==> config.mk <==
export PLATFORM = sky130hd
export DESIGN_NAME = puf_scan_gate
export DESIGN_NICKNAME = d
export VERILOG_FILES = /design/src/rtl/puf_scan_pkg.sv /design/src/rtl/psg_window_ctr.sv /design/src/rtl/puf_scan_gate.sv
export SDC_FILE = /design/constraint.sdc
export NUM_CORES = 1
export LEC_CHECK = 0
export BUFFER_PORTS_ARGS = -buffer_cell sky130_fd_sc_hd__buf_2
export CAP_MARGIN = 10
export CORE_MARGIN = 10
export CORE_UTILIZATION = 35
export DETAILED_ROUTE_END_ITERATION = 10
export GPL_TIMING_DRIVEN = 0
export PLACE_DENSITY = 0.6
export SYNTH_ARGS = -nofsm -noshare
export SYNTH_HDL_FRONTEND = slang
export SYNTH_SLANG_ARGS = --single-unit
==> constraint.sdc <==
create_clock -name TCK -period 2.6 [get_ports TCK]
set_clock_uncertainty 0.05 [all_clocks]
set_input_delay 0.26 -clock TCK [delete_from_list [all_inputs] [get_ports TCK]]
set_output_delay 0.26 -clock TCK [all_outputs]
set_load 0.02 [all_outputs]
==> src/rtl/puf_scan_pkg.sv <==
// rtl/puf_scan_pkg.sv - state encoding and width helpers shared by the PUF scan gate
// Purpose: FSM state type and the width function used to size ports and counters.
package puf_scan_pkg;

  typedef enum logic [2:0] {
    ST_IDLE  = 3'd0,
    ST_REQ   = 3'd1,
    ST_CHECK = 3'd2,
    ST_OPEN  = 3'd3,
    ST_LOCK  = 3'd4
  } psg_state_e;

  // Bits needed to hold the values 0..n-1; never less than one bit so that
  // degenerate parameter choices still give legal vector widths.
  function automatic int psg_width(input int n);
    return (n <= 2) ? 1 : $clog2(n);
  endfunction

endpackage

==> src/rtl/psg_window_ctr.sv <==
// rtl/psg_window_ctr.sv - loadable down-counter with zero flag
// Purpose: counts down from LOAD_VALUE; used for the scan window and the PUF timeout.
// Ports:
//   i_clk    clock
//   i_rst    synchronous active-high reset (count -> 0)
//   i_load   load LOAD_VALUE
//   i_dec    decrement by one, holds at zero
//   i_clr    clear to zero (highest priority after reset)
//   o_count  current count
//   o_zero   count == 0
module psg_window_ctr #(
  parameter int WIDTH      = 11,
  parameter int LOAD_VALUE = 1024
) (
  input  logic             i_clk,
  input  logic             i_rst,
  input  logic             i_load,
  input  logic             i_dec,
  input  logic             i_clr,
  output logic [WIDTH-1:0] o_count,
  output logic             o_zero
);

  localparam logic [WIDTH-1:0] LOAD_C = WIDTH'(LOAD_VALUE);
  localparam logic [WIDTH-1:0] ONE_C  = WIDTH'(1);

  logic [WIDTH-1:0] r_count;

  always_ff @(posedge i_clk) begin
    if (i_rst) begin
      r_count <= '0;
    end else if (i_clr) begin
      r_count <= '0;
    end else if (i_load) begin
      r_count <= LOAD_C;
    end else if (i_dec && (r_count != '0)) begin
      r_count <= r_count - ONE_C;
    end
  end

  assign o_count = r_count;
  assign o_zero  = (r_count == '0);

endmodule

==> src/rtl/puf_scan_gate.sv <==
// rtl/puf_scan_gate.sv - PUF-authenticated, time-windowed scan-access gate
// Purpose: checks a host-claimed PUF response against the live PUF and, on a
// match, opens one scan channel for WINDOW TCK cycles. Consecutive failures
// are counted; MAX_FAILS of them lock the gate until TRST.
// Ports:
//   TCK, TRST            clock, synchronous active-high reset
//   auth_start           request strobe; auth_chal/auth_resp/auth_chan sampled with it
//   relock               close an open window on the next edge
//   puf_req/puf_chal     level request and latched challenge to the PUF
//   puf_valid/puf_resp   one-cycle PUF answer
//   scan_enable          one-hot (or zero) channel enables
//   auth_busy            request in flight
//   auth_pass/auth_fail  one-cycle result pulses
//   locked_out           sticky lockout
//   fail_cnt             consecutive failure count (saturating)
//   window_left          remaining open cycles
module puf_scan_gate
  import puf_scan_pkg::*;
#(
  parameter int N_CH      = 4,
  parameter int CHAL_W    = 5,
  parameter int RESP_W    = 16,
  parameter int WINDOW    = 1024,
  parameter int MAX_FAILS = 3,
  parameter int PUF_TMO   = 64
) (
  input  logic                               TCK,
  input  logic                               TRST,
  input  logic                               auth_start,
  input  logic [CHAL_W-1:0]                  auth_chal,
  input  logic [RESP_W-1:0]                  auth_resp,
  input  logic [psg_width(N_CH)-1:0]         auth_chan,
  input  logic                               relock,
  output logic                               puf_req,
  output logic [CHAL_W-1:0]                  puf_chal,
  input  logic                               puf_valid,
  input  logic [RESP_W-1:0]                  puf_resp,
  output logic [N_CH-1:0]                    scan_enable,
  output logic                               auth_busy,
  output logic                               auth_pass,
  output logic                               auth_fail,
  output logic                               locked_out,
  output logic [psg_width(MAX_FAILS+1)-1:0]  fail_cnt,
  output logic [psg_width(WINDOW+1)-1:0]     window_left
);

  localparam int CHAN_W = psg_width(N_CH);
  localparam int FCNT_W = psg_width(MAX_FAILS + 1);
  localparam int WIN_W  = psg_width(WINDOW + 1);
  localparam int TMO_W  = psg_width(PUF_TMO + 1);

  localparam logic [CHAN_W:0]   N_CH_C      = (CHAN_W + 1)'(N_CH);
  localparam logic [FCNT_W-1:0] FAIL_MAX_C  = FCNT_W'(MAX_FAILS);
  localparam logic [FCNT_W-1:0] FAIL_LAST_C = FCNT_W'(MAX_FAILS - 1);
  localparam logic [FCNT_W-1:0] FAIL_ONE_C  = FCNT_W'(1);
  localparam logic [WIN_W-1:0]  WIN_ONE_C   = WIN_W'(1);
  localparam logic [TMO_W-1:0]  TMO_ONE_C   = TMO_W'(1);
  localparam logic [N_CH-1:0]   ONEHOT_BASE = N_CH'(1);

  psg_state_e r_state;
  psg_state_e w_state_nxt;

  logic [CHAL_W-1:0] r_chal;
  logic [RESP_W-1:0] r_claim;
  logic [RESP_W-1:0] r_puf_resp;
  logic [CHAN_W-1:0] r_chan;
  logic              r_puf_req;
  logic [N_CH-1:0]   r_scan_en;
  logic              r_busy;
  logic              r_pass;
  logic              r_fail;
  logic              r_locked;
  logic [FCNT_W-1:0] r_fail_cnt;

  logic              w_puf_req_nxt;
  logic [N_CH-1:0]   w_scan_nxt;
  logic              w_pass_nxt;
  logic              w_fail_nxt;
  logic              w_locked_nxt;
  logic [FCNT_W-1:0] w_fcnt_nxt;
  logic              w_latch;
  logic              w_capture;
  logic              w_fail_event;
  logic [N_CH-1:0]   w_onehot;

  logic              w_win_load;
  logic              w_win_dec;
  logic              w_win_clr;
  logic [WIN_W-1:0]  w_win_cnt;
  logic              w_win_zero;

  logic              w_tmo_load;
  logic              w_tmo_dec;
  logic              w_tmo_clr;
  logic [TMO_W-1:0]  w_tmo_cnt;
  logic              w_tmo_zero;

  psg_window_ctr #(
    .WIDTH      (WIN_W),
    .LOAD_VALUE (WINDOW)
  ) u_window (
    .i_clk   (TCK),
    .i_rst   (TRST),
    .i_load  (w_win_load),
    .i_dec   (w_win_dec),
    .i_clr   (w_win_clr),
    .o_count (w_win_cnt),
    .o_zero  (w_win_zero)
  );

  // Loaded when puf_req rises; reaching its last count in REQ is the timeout,
  // which lands exactly PUF_TMO cycles after puf_req went high.
  psg_window_ctr #(
    .WIDTH      (TMO_W),
    .LOAD_VALUE (PUF_TMO)
  ) u_timeout (
    .i_clk   (TCK),
    .i_rst   (TRST),
    .i_load  (w_tmo_load),
    .i_dec   (w_tmo_dec),
    .i_clr   (w_tmo_clr),
    .o_count (w_tmo_cnt),
    .o_zero  (w_tmo_zero)
  );

  assign w_onehot = ONEHOT_BASE << r_chan;

  always_ff @(posedge TCK) begin
    if (TRST) begin
      r_state <= ST_IDLE;
    end else begin
      r_state <= w_state_nxt;
    end
  end

  always_comb begin
    w_state_nxt   = r_state;
    w_puf_req_nxt = r_puf_req;
    w_scan_nxt    = r_scan_en;
    w_pass_nxt    = 1'b0;
    w_fail_nxt    = 1'b0;
    w_locked_nxt  = r_locked;
    w_fcnt_nxt    = r_fail_cnt;
    w_latch       = 1'b0;
    w_capture     = 1'b0;
    w_fail_event  = 1'b0;
    w_win_load    = 1'b0;
    w_win_dec     = 1'b0;
    w_win_clr     = 1'b0;
    w_tmo_load    = 1'b0;
    w_tmo_dec     = 1'b0;
    w_tmo_clr     = 1'b0;

    case (r_state)
      ST_IDLE: begin
        if (auth_start) begin
          w_latch = 1'b1;
          if ({1'b0, auth_chan} >= N_CH_C) begin
            w_fail_event = 1'b1;
          end else begin
            w_state_nxt   = ST_REQ;
            w_puf_req_nxt = 1'b1;
            w_tmo_load    = 1'b1;
          end
        end
      end

      ST_REQ: begin
        if (puf_valid) begin
          // A response arriving on the timeout edge still counts as an answer.
          w_capture     = 1'b1;
          w_puf_req_nxt = 1'b0;
          w_tmo_clr     = 1'b1;
          w_state_nxt   = ST_CHECK;
        end else if (w_tmo_zero || (w_tmo_cnt == TMO_ONE_C)) begin
          w_puf_req_nxt = 1'b0;
          w_tmo_clr     = 1'b1;
          w_fail_event  = 1'b1;
          w_state_nxt   = ST_IDLE;
        end else begin
          w_tmo_dec = 1'b1;
        end
      end

      ST_CHECK: begin
        if (r_puf_resp == r_claim) begin
          w_pass_nxt  = 1'b1;
          w_scan_nxt  = w_onehot;
          w_win_load  = 1'b1;
          w_fcnt_nxt  = '0;
          w_state_nxt = ST_OPEN;
        end else begin
          w_fail_event = 1'b1;
          w_state_nxt  = ST_IDLE;
        end
      end

      ST_OPEN: begin
        // relock and natural expiry share one close path, so a coincident
        // relock on the last cycle produces a single close.
        if (relock || w_win_zero || (w_win_cnt == WIN_ONE_C)) begin
          w_scan_nxt  = '0;
          w_win_clr   = 1'b1;
          w_state_nxt = ST_IDLE;
        end else begin
          w_win_dec = 1'b1;
        end
      end

      ST_LOCK: begin
        w_scan_nxt    = '0;
        w_puf_req_nxt = 1'b0;
        w_locked_nxt  = 1'b1;
      end

      default: begin
        w_state_nxt   = ST_IDLE;
        w_scan_nxt    = '0;
        w_puf_req_nxt = 1'b0;
      end
    endcase

    // Every failure source (bad channel, timeout, mismatch) funnels here so
    // counting and lockout are decided in one place.
    if (w_fail_event) begin
      w_fail_nxt = 1'b1;
      if (r_fail_cnt >= FAIL_LAST_C) begin
        w_fcnt_nxt   = FAIL_MAX_C;
        w_locked_nxt = 1'b1;
        w_state_nxt  = ST_LOCK;
      end else begin
        w_fcnt_nxt = r_fail_cnt + FAIL_ONE_C;
      end
    end
  end

  always_ff @(posedge TCK) begin
    if (TRST) begin
      r_puf_req  <= 1'b0;
      r_scan_en  <= '0;
      r_busy     <= 1'b0;
      r_pass     <= 1'b0;
      r_fail     <= 1'b0;
      r_locked   <= 1'b0;
      r_fail_cnt <= '0;
      r_chal     <= '0;
      r_claim    <= '0;
      r_chan     <= '0;
      r_puf_resp <= '0;
    end else begin
      r_puf_req  <= w_puf_req_nxt;
      r_scan_en  <= w_scan_nxt;
      r_busy     <= (w_state_nxt == ST_REQ) || (w_state_nxt == ST_CHECK);
      r_pass     <= w_pass_nxt;
      r_fail     <= w_fail_nxt;
      r_locked   <= w_locked_nxt;
      r_fail_cnt <= w_fcnt_nxt;
      if (w_latch) begin
        r_chal  <= auth_chal;
        r_claim <= auth_resp;
        r_chan  <= auth_chan;
      end
      if (w_capture) begin
        r_puf_resp <= puf_resp;
      end
    end
  end

  assign puf_req     = r_puf_req;
  assign puf_chal    = r_chal;
  assign scan_enable = r_scan_en;
  assign auth_busy   = r_busy;
  assign auth_pass   = r_pass;
  assign auth_fail   = r_fail;
  assign locked_out  = r_locked;
  assign fail_cnt    = r_fail_cnt;
  assign window_left = w_win_cnt;

endmodule
# == Yosys cells after proc, flatten, opt, wreduce, memory -nomap -nowiden ==
# Index checks and enable logic that the tools add are counted.
# totals
regBits,71
inputBits,44
output_inout_bits,27
# classes
order_cmp,1
n_addsub,3
bitwise,2
n_shift,1
mux,46
n_eq_ne,13
reduce_logical,24
# ops
operator,count
$mux 1,25
$mux 11,2
$mux 3,6
$eq 16x16->1,1
$pmux 3 s5,1
$mux 7,2
$pmux 4 s3,1
$eq 11x1->1 const B,1
$logic_not 11->1,1
$reduce_bool 11->1,1
$sub 11x1->11 const B,1
$mux 2,5
$eq 3x2->1 const B,3
$mux 4,2
$reduce_bool 2->1,4
$reduce_or 2->1,4
$eq 7x1->1 const B,1
$logic_not 7->1,1
$reduce_bool 7->1,1
$sub 7x1->7 const B,1
$eq 3x1->1 const B,2
$ne 2x2->1 const B,3
$reduce_and 3->1,2
$reduce_or 3->1,2
other kinds (12),17

# == Depth between registers and ports, before layout ==
# logic_depth
ltp_word,9
mapped_depth,8
ltp_nobuf,7

# == Hierarchy ==
# From an unflattened synthesis, not the netlist that was laid out.
# unflattened
hier_cells,382
area_unflattened_um2,3149.3
# by_module_without_submodules
mod,instances,cells_per_inst,area_per_inst_um2
puf_scan_gate,1,270,2174.6
psg_window_ctr (u_window),1,67,585.6
psg_window_ctr (u_timeout),1,45,389.1

# == Least setup slack after synthesis ==
# No wires, ideal clock.
# synth_timing
path_type,reg2reg
startpoint,reg u_window.r_count[0] (netlist: u_window.o_count[0])
endpoint,reg u_window.r_count[6] (netlist: u_window.o_count[6])
path_buffers,0
arrival_ps,2037
path_stages_with_launch,8
period_less_slack_ps,2157
path_slack_ps,443
required_time_ps,2480
path_cell_list,dfxtp_1 inv_1 ha_1 o21ba_2 a41oi_1 nand4_1 or4_1 a21oi_1
# synth_via
elab_chain_len,6
# synth_rtl
item,line_no,text
"start, declared",psg_window_ctr.sv:27,logic [WIDTH-1:0] r_count;
"start signal, assigned",psg_window_ctr.sv:37,r_count <= r_count - ONE_C;
$logic_not 11->1,psg_window_ctr.sv:42,assign o_zero = (r_count == '0);
$logic_or 1x1->1 (2 in series),puf_scan_gate.sv:201,if (relock || w_win_zero || (w_win_cnt == WIN_ONE_C)) begin
$mux 1,puf_scan_gate.sv:201,
$mux 1,puf_scan_gate.sv:154,case (r_state)
$reduce_or 3->1 (no line) or $logic_and 1x1->1 (tied branches),n/a,
# Parallel ways exist; a longest one is shown, timed or not.
# A chain may end at the register's enable or synchronous reset.

# == Worst setup path after layout ==
# Same ends and word-level chain as after synthesis.

==> flow_summary.yaml <==
setup_path:
  cp_slowest_stage_delay_ns: 0.47
  worst_setup_path_end_kind: "flop"
  crit_end: "u_window.o_count[6]"
  arrival_ns: 2.53
  cp_top_family: "simple AND/OR/NAND/NOR gates"
  crit_chain: "inv_1, ha_1, o21ba_2, a41oi_1, nand4_1, or4_1, a21oi_1"
  worstPathMaxFanout: 6
  reg2regPathDepth: 7
  reg2reg_from: "u_window.o_count[0]"
  critPathKind: "reg2reg"
  worstPathRequired_ns: 2.83
  cpMaxStageDelayCell: "or4_1"
  startpoint: "u_window.o_count[0]"
  startpoint_type: "flop"
  rrSetupSlack_ns: 0.30
  r2r_end: "u_window.o_count[6]"
  crit_buf_inv: 1
  cp.depth: 7
route:
  final_antenna_net_count: 0
  dr_wl_met2_um: 3560
  wl_per_cell_um: 13.9
  wirelength_um: 7810
  routed_via_density: 4.81
  drc_errors: 0
  wl_met1_um: 3690
  highest_layer: "met4"
  drt_iter0_markers: 71
  dr.pass1.iters: 4
  met3_length_um: 491
  routed-via-count: 2691
pwr:
  power-per-cell-area_nw_per_um2: 583
  ir_drop_mv: 0.291
  power_w: 0.00216
  p_leak_nw: 1.54
floorplan:
  die_area_um2: 12900
  fp.dieW_um: 114
  die_y_um: 114
  fp.coreArea_um2: 8640
  fp-row-count: 34
  io_pins: 71
  initial_core_util: 0.355
logic_synthesis:
  synthMuxAreaShare: 0
  synth_xor_area_frac: 0.0801
  yosysUniqueCellTypes: 43
  synthArstFlopShare: 0
  syn_nets: 417
  synth_enable_flop_cells: 0
  synthCells: 368
  yosys_warnings: 0
  synth_compound_area_frac: 0.156
  synth_top_family_by_area: "simple AND/OR/NAND/NOR gates"
  yosys.area_share.simple: 0.244
  synth_fa_ha_area_frac: 0.0204
  ys_seq_elements: 71
  synthFlopType: "dfxtp_1"
  ys_seq_area_frac: 0.464
  avgSynthCellArea_um2: 8.32
  syn_area_um2: 3060
cells_and_area:
  drive_gt1_frac: 0.215
  antennaDiodeCount: 0
  nets: 498
  area_growth_pct: 21.1
  n_fill_cell: 915
  multiInputGateArea_um2: 1540
  layout.cells.non_filler: 560
  final-seq-area_um2: 1420
  postLayoutCellArea_um2: 3710
global_routing:
  grt_pass1_vias: 2625
  grtUsageTotal: 0.119
  grt_overflow: 0
  grt_max_degree: 13
  grt_pass1_wl_um: 12700
  antenna_found_initial: 0
timing:
  worst_hold_slack_ns: 0.0923
  slew_viol_final: 0
  rsz0062_at_grt: "no"
  setup_viol: 0
  final-hold-violation-count: 0
  post-route-period-util: 0.885
  totalNegativeSetupSlack_ns: 0
  layout_min_cycle_time_ns: 2.30
  fmax_mhz: 435
  max-slew-margin-rel: 0.603
  worst_pin_slew_ns: 0.595
cts:
  ctsResizeCount: 0
  root_buffer: "clkbuf_8"
  clock_sinks: 71
  htree_levels: 3
  cts_tree: "built"
  worst_skew_pair.late_latency_ns: 0.34
  cts_inserted_buffers: 9
  clk_pin_slew_ns: 0.08
  cts.hold.buffers_added: 0
  post_cts_buffers: 0
  cts_buffer_depth: 2
placement:
  gp_congestion: 0.783
  portBuffers: 70
  place_inst: 546
  post_dp_cell_area_um2: 3550
  dp_hpwl_um: 6070
min_path:
  min_path_type: "in2reg"
run_status:
  status: "completed"
flow_run:
  drv_cap: 0
placed cells by master, fill, tap and decap left out, types with 7 or more instances in the layout:
cell,synthesis,final
nand2_1,86,86
buf_2,1,71
dfxtp_1,71,71
a21oi_1,48,48
nor2_1,30,30
xor2_1,26,26
clkbuf_1,14,14
nor4_1,9,9
clkbuf_8,0,9
inv_1,7,7
power by group:
part	switching [W]	leakage [nW]	internal, W
Clock	0.000410	0.0771	0.000336
Combinational	0.000153	0.886	0.000101
Sequential	0.0000297	0.578	0.00113
worst min path at each step:
stage,start,to,depth (start not counted)
after global placement,locked_out,locked_out,2
after detailed placement,puf_chal[0],puf_chal[0],2
after CTS,auth_resp[7],r_claim[7],3
after floorplan,auth_resp[0],r_claim[0],2
after global routing,puf_resp[7],r_puf_resp[7],3
final,auth_resp[10],r_claim[10],3
stage by stage:
stage | utilization | setup WS (ns)
global placement | 0.411 | 0.387
floorplan | - | 0.443
global route | 0.430 | 0.129
CTS | 0.430 | 0.314
detailed placement | 0.411 | 0.327
finish | 0.430 | 0.299
worst register-to-register path, cell delays in order, from the launching register on:
cell and delay, ns:
dfxtp_1 0.44, inv_1 0.07, ha_1 0.23, o21ba_2 0.22, a41oi_1 0.30, nand4_1 0.30, or4_1 0.48, a21oi_1 0.15
sequential cells by signal (all words and copies together), names as in the netlist, 2 cells and up:
signal and cells:
u_window.o_count 11, u_timeout.o_count 7, puf_chal 5, r_state 3, r_puf_resp 16, fail_cnt 2
r_chan 2, scan_enable 4, r_claim 16
routing by layer:
| layer | vias up | GRT usage |
|---|---|---|
| met5 | - | 0 |
| met4 | 0 | 0.0338 |
| met3 | 9 | 0.0436 |
| met2 | 58 | 0.191 |
| met1 | 1217 | 0.147 |
| li1 | 1407 | - |
synthesized netlist by cell type (3+ instances only):
master     n  area (um^2)
nand2_1   86          323
dfxtp_1   71         1420
a21oi_1   48          240
nor2_1    30          113
xor2_1    26          228
clkbuf_1  14         52.6
nor4_1     9         56.3
inv_1      7         26.3
nand2b_1   6         37.5
nand3_1    6         30.0
nor3_1     6         30.0
o21bai_1   6         45.0
ha_1       5         62.6
nand4_1    4         25.0
a211oi_1   3         22.5
a31oi_1    3         18.8
o21ai_0    3         15.0
or4_1      3         22.5
layout make-up:
type	instances	share of cell area
timing repair buffer	70	0.0944
clock buffer	9	0.0334
clock inverter	5	0.0101
tap	108	0.0364
multi-input combinational	273	0.414
buffer	17	0.0216
inverter	7	0.00708
sequential	71	0.383
logic make-up (layout without fill, tap and decap cells):
kind of cell             Yosys count  count (layout)
buffers and inverters             24             108
adder cells (fa/ha/maj)            5               5
AO/OA/AOI/OAI                     77              77
AND/OR/NAND/NOR                  163             163
flip-flops                        71              71
XOR/XNOR                          28              28
Note: power is estimated with default switching activity, not from simulation.
